[src/rtl/excp_ctrl_pkg.sv]
// Shared definitions for the machine-mode exception controller:
// bus widths, CSR addresses, cause codes, mstatus bit positions,
// FSM state encodings and the mstatus update helpers.
package excp_ctrl_pkg;

    localparam int REG_BUS      = 32;
    localparam int CSR_ADDR_BUS = 12;

    // CSR addresses
    localparam logic [CSR_ADDR_BUS-1:0] CSR_MSTATUS = 12'h300;
    localparam logic [CSR_ADDR_BUS-1:0] CSR_MTVEC   = 12'h305;
    localparam logic [CSR_ADDR_BUS-1:0] CSR_MEPC    = 12'h341;
    localparam logic [CSR_ADDR_BUS-1:0] CSR_MCAUSE  = 12'h342;

    // Cause codes; CAUSE_NONE marks an MRET return (no trap cause latched)
    localparam logic [REG_BUS-1:0] CAUSE_NONE    = 32'h0000_0000;
    localparam logic [REG_BUS-1:0] CAUSE_EBREAK  = 32'h0000_0003;
    localparam logic [REG_BUS-1:0] CAUSE_ECALL   = 32'h0000_000B;
    localparam logic [REG_BUS-1:0] CAUSE_IRQ_EXT = 32'h8000_000B;

    // mstatus bit positions
    localparam int MSTATUS_MIE_BIT    = 3;
    localparam int MSTATUS_MPIE_BIT   = 7;
    localparam int MSTATUS_MPP_LO_BIT = 11;
    localparam int MSTATUS_MPP_HI_BIT = 12;

    // FSM state encodings
    typedef enum logic [2:0] {
        ST_IDLE      = 3'd0,
        ST_W_MEPC    = 3'd1,
        ST_W_MCAUSE  = 3'd2,
        ST_W_MSTATUS = 3'd3,
        ST_W_MRET    = 3'd4,
        ST_JUMP      = 3'd5
    } excp_state_e;

    // mstatus on trap entry: MPIE <- MIE, MIE <- 0, MPP <- machine
    function automatic logic [REG_BUS-1:0] mstatus_on_trap(input logic [REG_BUS-1:0] m);
        logic [REG_BUS-1:0] r;
        r                                        = m;
        r[MSTATUS_MPIE_BIT]                      = m[MSTATUS_MIE_BIT];
        r[MSTATUS_MIE_BIT]                       = 1'b0;
        r[MSTATUS_MPP_HI_BIT:MSTATUS_MPP_LO_BIT] = 2'b11;
        return r;
    endfunction

    // mstatus on MRET: MIE <- MPIE, MPIE <- 1
    function automatic logic [REG_BUS-1:0] mstatus_on_mret(input logic [REG_BUS-1:0] m);
        logic [REG_BUS-1:0] r;
        r                   = m;
        r[MSTATUS_MIE_BIT]  = m[MSTATUS_MPIE_BIT];
        r[MSTATUS_MPIE_BIT] = 1'b1;
        return r;
    endfunction

    // Force a redirect target onto a word boundary
    function automatic logic [REG_BUS-1:0] word_align(input logic [REG_BUS-1:0] a);
        return a & ~32'h0000_0003;
    endfunction

endpackage

[src/rtl/excp_ctrl.sv]
// Machine-mode exception controller. Accepts ECALL/EBREAK/MRET (and an
// external interrupt when built with EXCP_IRQ_EN), sequences the CSR
// writes one per cycle, then emits a one-cycle PC redirect while holding
// the pipeline for the whole sequence.
// Build option: define EXCP_IRQ_EN to add the irq_i port and interrupt path.
module excp_ctrl
    import excp_ctrl_pkg::*;
(
    input  logic                    clk,
    input  logic                    rst_n,
    input  logic                    ecall_i,
    input  logic                    ebreak_i,
    input  logic                    mret_i,
    input  logic [REG_BUS-1:0]      inst_addr_i,
`ifdef EXCP_IRQ_EN
    input  logic                    irq_i,
`endif
    input  logic [REG_BUS-1:0]      mtvec_i,
    input  logic [REG_BUS-1:0]      mepc_i,
    input  logic [REG_BUS-1:0]      mstatus_i,
    output logic                    excp_we_o,
    output logic [CSR_ADDR_BUS-1:0] excp_waddr_o,
    output logic [REG_BUS-1:0]      excp_wdata_o,
    output logic                    hold_o,
    output logic                    jump_o,
    output logic [REG_BUS-1:0]      jump_addr_o
);

    excp_state_e        state_q;
    excp_state_e        state_d;
    logic [REG_BUS-1:0] pc_q;
    logic [REG_BUS-1:0] cause_q;

    logic               irq_take_s;
    logic               trap_take_s;
    logic               mret_take_s;
    logic [REG_BUS-1:0] cause_sel_s;

    // Trigger arbitration: irq > ecall > ebreak > mret, cause selection
    always_comb begin
        irq_take_s = 1'b0;
`ifdef EXCP_IRQ_EN
        irq_take_s = irq_i & mstatus_i[MSTATUS_MIE_BIT];
`endif
        trap_take_s = irq_take_s | ecall_i | ebreak_i;
        mret_take_s = ~trap_take_s & mret_i;
        if (irq_take_s) begin
            cause_sel_s = CAUSE_IRQ_EXT;
        end else if (ecall_i) begin
            cause_sel_s = CAUSE_ECALL;
        end else if (ebreak_i) begin
            cause_sel_s = CAUSE_EBREAK;
        end else begin
            cause_sel_s = CAUSE_NONE;
        end
    end

    // State register plus PC/cause capture at acceptance in IDLE
    always_ff @(posedge clk or negedge rst_n) begin
        if (!rst_n) begin
            state_q <= ST_IDLE;
            pc_q    <= 32'h0000_0000;
            cause_q <= 32'h0000_0000;
        end else begin
            state_q <= state_d;
            if (state_q == ST_IDLE && trap_take_s) begin
                pc_q    <= inst_addr_i;
                cause_q <= cause_sel_s;
            end else if (state_q == ST_IDLE && mret_take_s) begin
                pc_q    <= pc_q;
                cause_q <= CAUSE_NONE;
            end else begin
                pc_q    <= pc_q;
                cause_q <= cause_q;
            end
        end
    end

    // Next-state logic; triggers are only looked at in IDLE
    always_comb begin
        state_d = state_q;
        case (state_q)
            ST_IDLE: begin
                if (trap_take_s) begin
                    state_d = ST_W_MEPC;
                end else if (mret_take_s) begin
                    state_d = ST_W_MRET;
                end else begin
                    state_d = ST_IDLE;
                end
            end
            ST_W_MEPC:    state_d = ST_W_MCAUSE;
            ST_W_MCAUSE:  state_d = ST_W_MSTATUS;
            ST_W_MSTATUS: state_d = ST_JUMP;
            ST_W_MRET:    state_d = ST_JUMP;
            ST_JUMP:      state_d = ST_IDLE;
            default:      state_d = ST_IDLE;
        endcase
    end

    // Output decode; address/data stay zero whenever no write is issued.
    // In IDLE the stall is combinational on the triggers, so it is also
    // qualified by rst_n to keep every output low while reset is asserted.
    always_comb begin
        excp_we_o    = 1'b0;
        excp_waddr_o = 12'h000;
        excp_wdata_o = 32'h0000_0000;
        hold_o       = 1'b0;
        jump_o       = 1'b0;
        jump_addr_o  = 32'h0000_0000;
        case (state_q)
            ST_IDLE: begin
                hold_o = rst_n & (trap_take_s | mret_take_s);
            end
            ST_W_MEPC: begin
                hold_o       = 1'b1;
                excp_we_o    = 1'b1;
                excp_waddr_o = CSR_MEPC;
                excp_wdata_o = pc_q;
            end
            ST_W_MCAUSE: begin
                hold_o       = 1'b1;
                excp_we_o    = 1'b1;
                excp_waddr_o = CSR_MCAUSE;
                excp_wdata_o = cause_q;
            end
            ST_W_MSTATUS: begin
                hold_o       = 1'b1;
                excp_we_o    = 1'b1;
                excp_waddr_o = CSR_MSTATUS;
                excp_wdata_o = mstatus_on_trap(mstatus_i);
            end
            ST_W_MRET: begin
                hold_o       = 1'b1;
                excp_we_o    = 1'b1;
                excp_waddr_o = CSR_MSTATUS;
                excp_wdata_o = mstatus_on_mret(mstatus_i);
            end
            ST_JUMP: begin
                hold_o = 1'b1;
                jump_o = 1'b1;
                if (cause_q == CAUSE_NONE) begin
                    jump_addr_o = word_align(mepc_i);
                end else begin
                    jump_addr_o = word_align(mtvec_i);
                end
            end
            default: begin
                hold_o = 1'b0;
            end
        endcase
    end

endmodule

[config.mk]
export PLATFORM = sky130hd
export DESIGN_NAME = excp_ctrl
export DESIGN_NICKNAME = d
export VERILOG_FILES = /design/src/rtl/excp_ctrl_pkg.sv /design/src/rtl/excp_ctrl.sv
export SDC_FILE = /design/constraint.sdc
export NUM_CORES = 1
export LEC_CHECK = 0
export ABC_AREA = 1
export ABC_CLOCK_PERIOD_IN_PS = 3600
export CAP_MARGIN = 20
export CORE_ASPECT_RATIO = 1.4
export CORE_MARGIN = 5
export CORE_UTILIZATION = 25
export CTS_CLUSTER_DIAMETER = 200
export DETAILED_ROUTE_END_ITERATION = 8
export PLACE_DENSITY = 0.7
export SLEW_MARGIN = 15
export SYNTH_ARGS = -nofsm -noshare
export SYNTH_HDL_FRONTEND = slang
export SYNTH_SLANG_ARGS = --single-unit
[constraint.sdc]
create_clock -name clk -period 3.6 [get_ports clk]
set_input_delay 0.36 -clock clk [delete_from_list [all_inputs] [get_ports clk]]
set_output_delay 0.36 -clock clk [all_outputs]
set_load 0.005 [all_outputs]
# Word-level counts from Yosys, hierarchy flattened
# Index checks and enable logic that the tools add are counted.
# totals
regBits,67
latch_bits,0
mem_bits_rw,0
rom_bits,0
inputBits,133
out_inout_bits,79
word_cells,35
n_memories,0
# classes
addsub,0
multipliers,0
n_div,0
n_lt_le_gt_ge,0
n_eq_ne,5
n_shift,0
muxes,14
bitwise_logic,5
reduce_logical,8
# op_table
cell,n
$mux 32,5
$pmux 32 s4,1
$logic_not 32->1,1
$pmux 10 s3,1
$pmux 3 s4,1
$eq 3x2->1 const B,2
$eq 3x3->1 const B,2
$mux 3,2
$reduce_or 5->1,1
$reduce_or 4->1,1
$eq 3x1->1 const B,1
$logic_not 3->1,1
$and 1x1->1,2
$logic_and 1x1->1,2
$mux 1,2
$mux 2,1
$or 1x1->1,2
$pmux 1 s2,1
$reduce_bool 2->1,1
$reduce_or 2->1,1
$not 1->1,1

# Logic depth before layout (Yosys ltp)
# Gate-level depths: netlist of run 1.
# depth
depth_word,6
depth_mapped,8
depth_no_buf,6

# Worst setup path before layout of run 1
# OpenSTA, ideal clock, no wires.
# synth_timing
path_type,reg2out
start,reg state_q[2]
end,out excp_waddr_o[9]
t_arrival_ns,1.168
slack_ns,2.072
path_stages_with_launch,7
path_buffers,1
path_cell_list,dfrtp_1 -> inv_2 -> nand2_1 -> nor2_1 -> inv_1 -> nand3_1 -> buf_4
# synth_between
elab_chain_len,3
elab_cells_between_ends,6
# synth_rtl
element,line_no,text
"start, declared",excp_ctrl.sv:29,excp_state_e state_q;
"start signal, assigned",excp_ctrl.sv:65,state_q <= state_d;
$eq 3x3->1 / $eq 3x2->1 (equally long branches),excp_ctrl.sv:111,case (state_q)
$reduce_or 2->1 (no line),n/a,
$pmux 10 s3 *,excp_ctrl.sv:111,
"end, declared",excp_ctrl.sv:22,"output logic [CSR_ADDR_BUS-1:0] excp_waddr_o,"
# Every way passes the cells marked *; elsewhere a longest branch is shown, timed or not.

# Final worst setup path of run 1
# layout_timing
start,reg state_q[1]
end,out jump_addr_o[28]
# layout_between
elab_chain_len,2
# layout_rtl
element,line_no,text
$eq 3x3->1,excp_ctrl.sv:111,
$mux 32,excp_ctrl.sv:111,
"end, declared",excp_ctrl.sv:26,output logic [REG_BUS-1:0] jump_addr_o
# No other way between the ends.

==> results.yml, run 1 <==
layout:
  nFillCells: 1054
  layout-drive-gt1-share_pct: 4.068
  fin_nets: 722
  n_antenna_cell: 0
  multi_input_area_mm2: 0.001350
  area_growth_pct: 85.65
  seq_area_um2: 925.9
clocking:
  insertion_delay_ns: 0.28
  cts_max_level: 2
  cts_buffer_depth: 2
  root_buffer: "clkbuf_16"
  cts_num_sinks: 37
  cts_setup_buffers: 0
  cts-resized-gates: 0
  cts_buffers: 5
  holdBufCountCts: 0
  clk_transition_reported_paths_ns: 0.06
  tritoncts: "done"
drt:
  drcViolationCount: 0
  viasPerCell: 4.368
  firstDrtPassIters: 4
  wl_mm: 10.38
  route.vias.total: 3167
  final_antenna_net_count: 0
  drtIter0Drc: 72
  wire_per_inst_um: 14.31
logic_synthesis:
  synthTopCellsByArea: "nand2_1 40%, dfrtp_1 37%, a21oi_1 6.0%"
  yosys.area.top_type: "nand2_1"
  avgSynthCellArea_um2: 6.231
  synthesis.instances: 403
  yosysWarnings: 0
  synth_commonest_cells: "265 x nand2_1, 37 x dfrtp_1, 30 x a21oi_1"
  ys_seq_elements: 37
  synth_top_area_share_pct: 39.61
  dominantRegCellSynth: "dfrtp_1"
  synth.distinct_cells: 18
  synth_area_mm2: 0.002511
  synthArstFlopShare_pct: 100.0
  synth_edf_count: 0
  seq_area_frac_synth_pct: 36.87
  synth.most_common_cell: "nand2_1"
power:
  vdd_drop_max_uv: 371.1
  p_total_w: 0.003174
  power.density_mw_per_mm2: 680.8
  p_leak_nw: 2.203
sta:
  tightest_slew_ns: 0.7487
  rsz0062_at_grt: "false"
  setup_violations: 0
  max_freq_mhz: 357.3
  finalCritPeriodShare_pct: 77.75
  finalSetupTns_ns: 0
  finalHoldViolations: 0
  slew_violations: 0
  hold_ws_ns: 0.1713
  period_needed_ns: 2.799
  finalClockSkew_ns: 0.004584
  slew_headroom_pct: 49.97
grt:
  antenna_found_initial: 4
  grt_pass1_wl_mm: 15.99
  grt_pass1_vias: 3295
  grt.total_usage_pct: 16.78
  grt_max_degree: 38
  grt_overflow_total: 0
worst_setup_path:
  crit_fanout: 17
  end_kind: "output port"
  cp-start-kind: "flip-flop"
  worstSetupPathType: "reg -> out"
  required_ns: 3.24
  worstPathArrival_ns: 2.44
floorplanning:
  dieArea_mm2: 0.01218
  initial_utilization_pct: 25.37
  die_y_um: 128.6
  die_x_um: 94.71
  fp-row-count: 43
  core_mm2: 0.009899
  io_pins: 212
run_status:
  outcome: "complete, no violations"
place:
  place_hpwl_mm: 8.451
  port_buffers: 198
  routabilityCongestion: 0.7845
hold_path:
  hp-class: "in -> async"
job:
  drv_cap: 0
-- through the flow --
step                utilization [%]  cells  setup WS (ns)  area (µm²)
finish                        47.09    725         0.8011        4662
global route                  47.09    725         0.5854        4662
CTS                           47.09    725         0.7260        4662
detailed placement            45.46    717          1.042        4501
global placement              45.46    717          1.112        4501
floorplan                         -    411          2.072        2541
-- registers in the layout, summed over array words and instances, names as in the netlist --
signal   cells
state_q      3
cause_q      2
pc_q        32
-- logic make-up after synthesis --
logic type,Yosys count,synth area share [%]
AOI/OAI and AO/OA,31,6.178
other,1,0.1493
buffers and inverters,43,10.66
DFF,37,36.87
and+or+nand+nor,291,46.14
-- cell usage in the layout (no fill, tap or decap), drive strengths merged --
master / instances
conb: 9
nand4: 1
inv: 12
buf: 6
clkbuf: 7
nand3: 15
clkdlybuf4s50: 197
o21ai: 1
nor2: 8
nand2: 267
dfrtp: 37
a21oi: 30
-- critical path, cell delays in order (launching register included) --
cell and delay (ns):
dfrtp_1 0.50, inv_2 0.12, nand3_1 0.39, buf_4 0.37, a21oi_1 0.22, clkdlybuf4s50_1 0.55
-- layout make-up --
| type | count | share of cell area, % |
|---|---|---|
| clock buffer | 7 | 3.274 |
| clock inverter | 1 | 0.1879 |
| inverter | 11 | 0.8857 |
| multi-input combinational | 331 | 28.96 |
| sequential | 37 | 19.86 |
| tap | 135 | 3.623 |
| timing repair buffer | 203 | 43.21 |
-- per-layer routing --
layer	track usage, %	vias to the layer above	share of wire (%)	routed length, µm
met4	5.947	6	2.1	221
met1	15.63	1390	34	3532
li1	-	1581	-	-
met2	30.44	169	48	4964
met3	9.181	21	16	1629
met5	0	-	0.27	28
-- where the power goes --
part	switching, W	internal [W]	leakage [nW]
registers	0.000145	0.000623	0.455
logic	0.000983	0.000952	1.67
clock network	0.000174	0.000297	0.0805
total	0.00130	0.00187	2.20
-- worst paths after layout --
check / startpoint / to / slack, ns / depth (start not counted)
min reg2reg: pc_q[6]$_DFFE_PN0P_ / pc_q[6]$_DFFE_PN0P_ / 0.47 / 2
min in group clk: pc_q[6]$_DFFE_PN0P_ / pc_q[6]$_DFFE_PN0P_ / 0.47 / 2
max reg2reg: state_q[1]$_DFF_PN0_ / pc_q[18]$_DFFE_PN0P_ / 1.95 / 5
max: state_q[1]$_DFF_PN0_ / jump_addr_o[28] / 0.80 / 5
max in group asynchronous: rst_n / cause_q[1]$_DFFE_PN0P_ / 3.08 / 2
min: rst_n / pc_q[4]$_DFFE_PN0P_ / 0.17 / 2
Note: power is estimated with default switching activity, not from simulation.
==> run 2, diff against run 1 <==
ABC_CLOCK_PERIOD_IN_PS = 2900   (was 3600)
clock period = 2.9 ns   (was 3.6 ns; I/O delays follow)
==> run 2 against run 1 <==
Clock skew decreased by 0.0015 ns; sequential share of layout area about the same; combinational power increased by 24%; worst setup slack got worse by 0.54 ns; non-clock buffer count unchanged; first-iteration DRC count increased by 29%; via count decreased by 0.41%; hold slack got worse by 0.071 ns; global-route usage decreased by 0.13 points; routed wire length decreased by 1.1%.
==> results.yml, run 2 (same netlist as run 1, synthesis figures left out) <==
clocking:
  insertion_delay_ns: 0.28
  cts_max_level: 2
  cts_buffers: 5
  cts_buffer_depth: 2
  cts-resized-gates: 0
  holdBufCountCts: 0
  root_buffer: "clkbuf_16"
  cts_num_sinks: 37
  cts_setup_buffers: 0
  tritoncts: "done"
  clk_transition_reported_paths_ns: 0.06
sta:
  slew_headroom_pct: 49.76
  setup_violations: 0
  period_needed_ns: 2.636
  finalSetupTns_ns: 0
  max_freq_mhz: 379.4
  slew_violations: 0
  finalClockSkew_ns: 0.003063
  rsz0062_at_grt: "false"
  finalHoldViolations: 0
  tightest_slew_ns: 0.7519
  finalCritPeriodShare_pct: 90.89
place:
  routabilityCongestion: 0.7947
  dpl-instance-area_mm2: 0.004501
  port_buffers: 198
  place_hpwl_mm: 8.303
layout:
  fin_nets: 722
  largest_reg_flops: 32
  regMostFlops: "pc_q"
  layout_common_cells: "265 x nand2_1, 197 x clkdlybuf4s50_1, 37 x dfrtp_1"
  reg_top3: "pc_q: 32 flops, state_q: 3 flops, cause_q: 2 flops"
  final_area_mm2: 0.004656
  area_growth_pct: 85.40
  layout_commonest_cell: "nand2_1"
  layout-drive-gt1-share_pct: 4.068
floorplanning:
  die_x_um: 94.71
  die_y_um: 128.6
  core_mm2: 0.009899
  initial_utilization_pct: 25.37
  io_pins: 212
  fp-row-count: 43
  dieArea_mm2: 0.01218
drt:
  final_antenna_net_count: 0
  viasPerCell: 4.344
  wl_mm: 10.26
  firstDrtPassIters: 4
  drcViolationCount: 0
  wire_per_inst_um: 14.13
  drtIter0Drc: 93
  route.vias.total: 3154
grt:
  grt.total_usage_pct: 16.65
  grt_pass1_vias: 3228
  grt_overflow_total: 0
  grt_pass1_wl_mm: 15.92
  antenna_found_initial: 5
  grt_max_degree: 38
worst_setup_path:
  crit_fanout: 20
  end_kind: "output port"
  cp-start-kind: "flip-flop"
  required_ns: 2.61
  worstPathArrival_ns: 2.35
  worstSetupPathType: "reg -> out"
job:
  drv_cap: 0
power:
  vdd_drop_max_uv: 361.0
  p_leak_nw: 2.199
  p_total_w: 0.003910
  power.density_mw_per_mm2: 839.7
hold_path:
  hp-class: "in -> async"
run_status:
  outcome: "complete, no violations"
-- run 2: cell types whose count changed in the layout (fill, tap and decap cells not counted), sizes merged --
cell / change
clkbuf: -1
clkinv: +2
diode: +1
inv: -1
-- run 2: metrics by stage --
step | hold slack (ns) | cells | worst slack, ns | util [%]
after floorplan | -0.005591 | 411 | 1.442 | -
after global placement | 0.4350 | 717 | 0.5926 | 45.46
after detailed placement | 0.4368 | 717 | 0.5602 | 45.46
after CTS | 0.1334 | 725 | 0.2514 | 47.00
after global routing | 0.1562 | 726 | 0.1142 | 47.03
final | 0.1005 | 726 | 0.2643 | 47.03
-- run 2: worst max-delay path, stage by stage (launching register included) --
cell and delay (ns):
dfrtp_1 0.46, inv_2 0.14, nand2_1 0.10, nor2_4 0.34, buf_4 0.33, nand2_1 0.09
nand3_1 0.08, clkdlybuf4s50_1 0.53
-- run 2: final cells by class --
cell class                 count  area (µm²)
fill                        1014        5244
timing repair buffer         203        2014
multi-input combinational    331        1350
sequential                    37       925.9
tap                          135       168.9
clock buffer                   6       138.9
inverter                      11       41.29
clock inverter                 2       13.76
antenna                        1       2.502
-- run 2: final timing paths --
path / startpoint / end / slack (ns) / cells after the start
setup / recovery: state_q[2]$_DFF_PN0_ / excp_wdata_o[7] / 0.26 / 7
hold / removal: rst_n / pc_q[24]$_DFFE_PN0P_ / 0.10 / 2
setup reg to reg: state_q[0]$_DFF_PN0_ / pc_q[18]$_DFFE_PN0P_ / 1.25 / 5
hold reg to reg: pc_q[30]$_DFFE_PN0P_ / pc_q[30]$_DFFE_PN0P_ / 0.47 / 2
max in group asynchronous: rst_n / cause_q[1]$_DFFE_PN0P_ / 2.47 / 2
min in group clk: pc_q[30]$_DFFE_PN0P_ / pc_q[30]$_DFFE_PN0P_ / 0.47 / 2
-- run 2: per-layer routing --
metal	up-vias	share of wire [%]	global-route usage, %
li1	1585	-	-
met1	1375	33	16.04
met2	171	50	31.10
met3	15	15	8.304
met4	8	1.2	3.993
met5	-	0.68	0
-- run 2: report_power, final --
group / switching (W) / internal, W / total, W
Combinational: 0.00122 / 0.00118 / 0.00240
Clock: 0.000211 / 0.000342 / 0.000553
Sequential: 0.000186 / 0.000773 / 0.000959
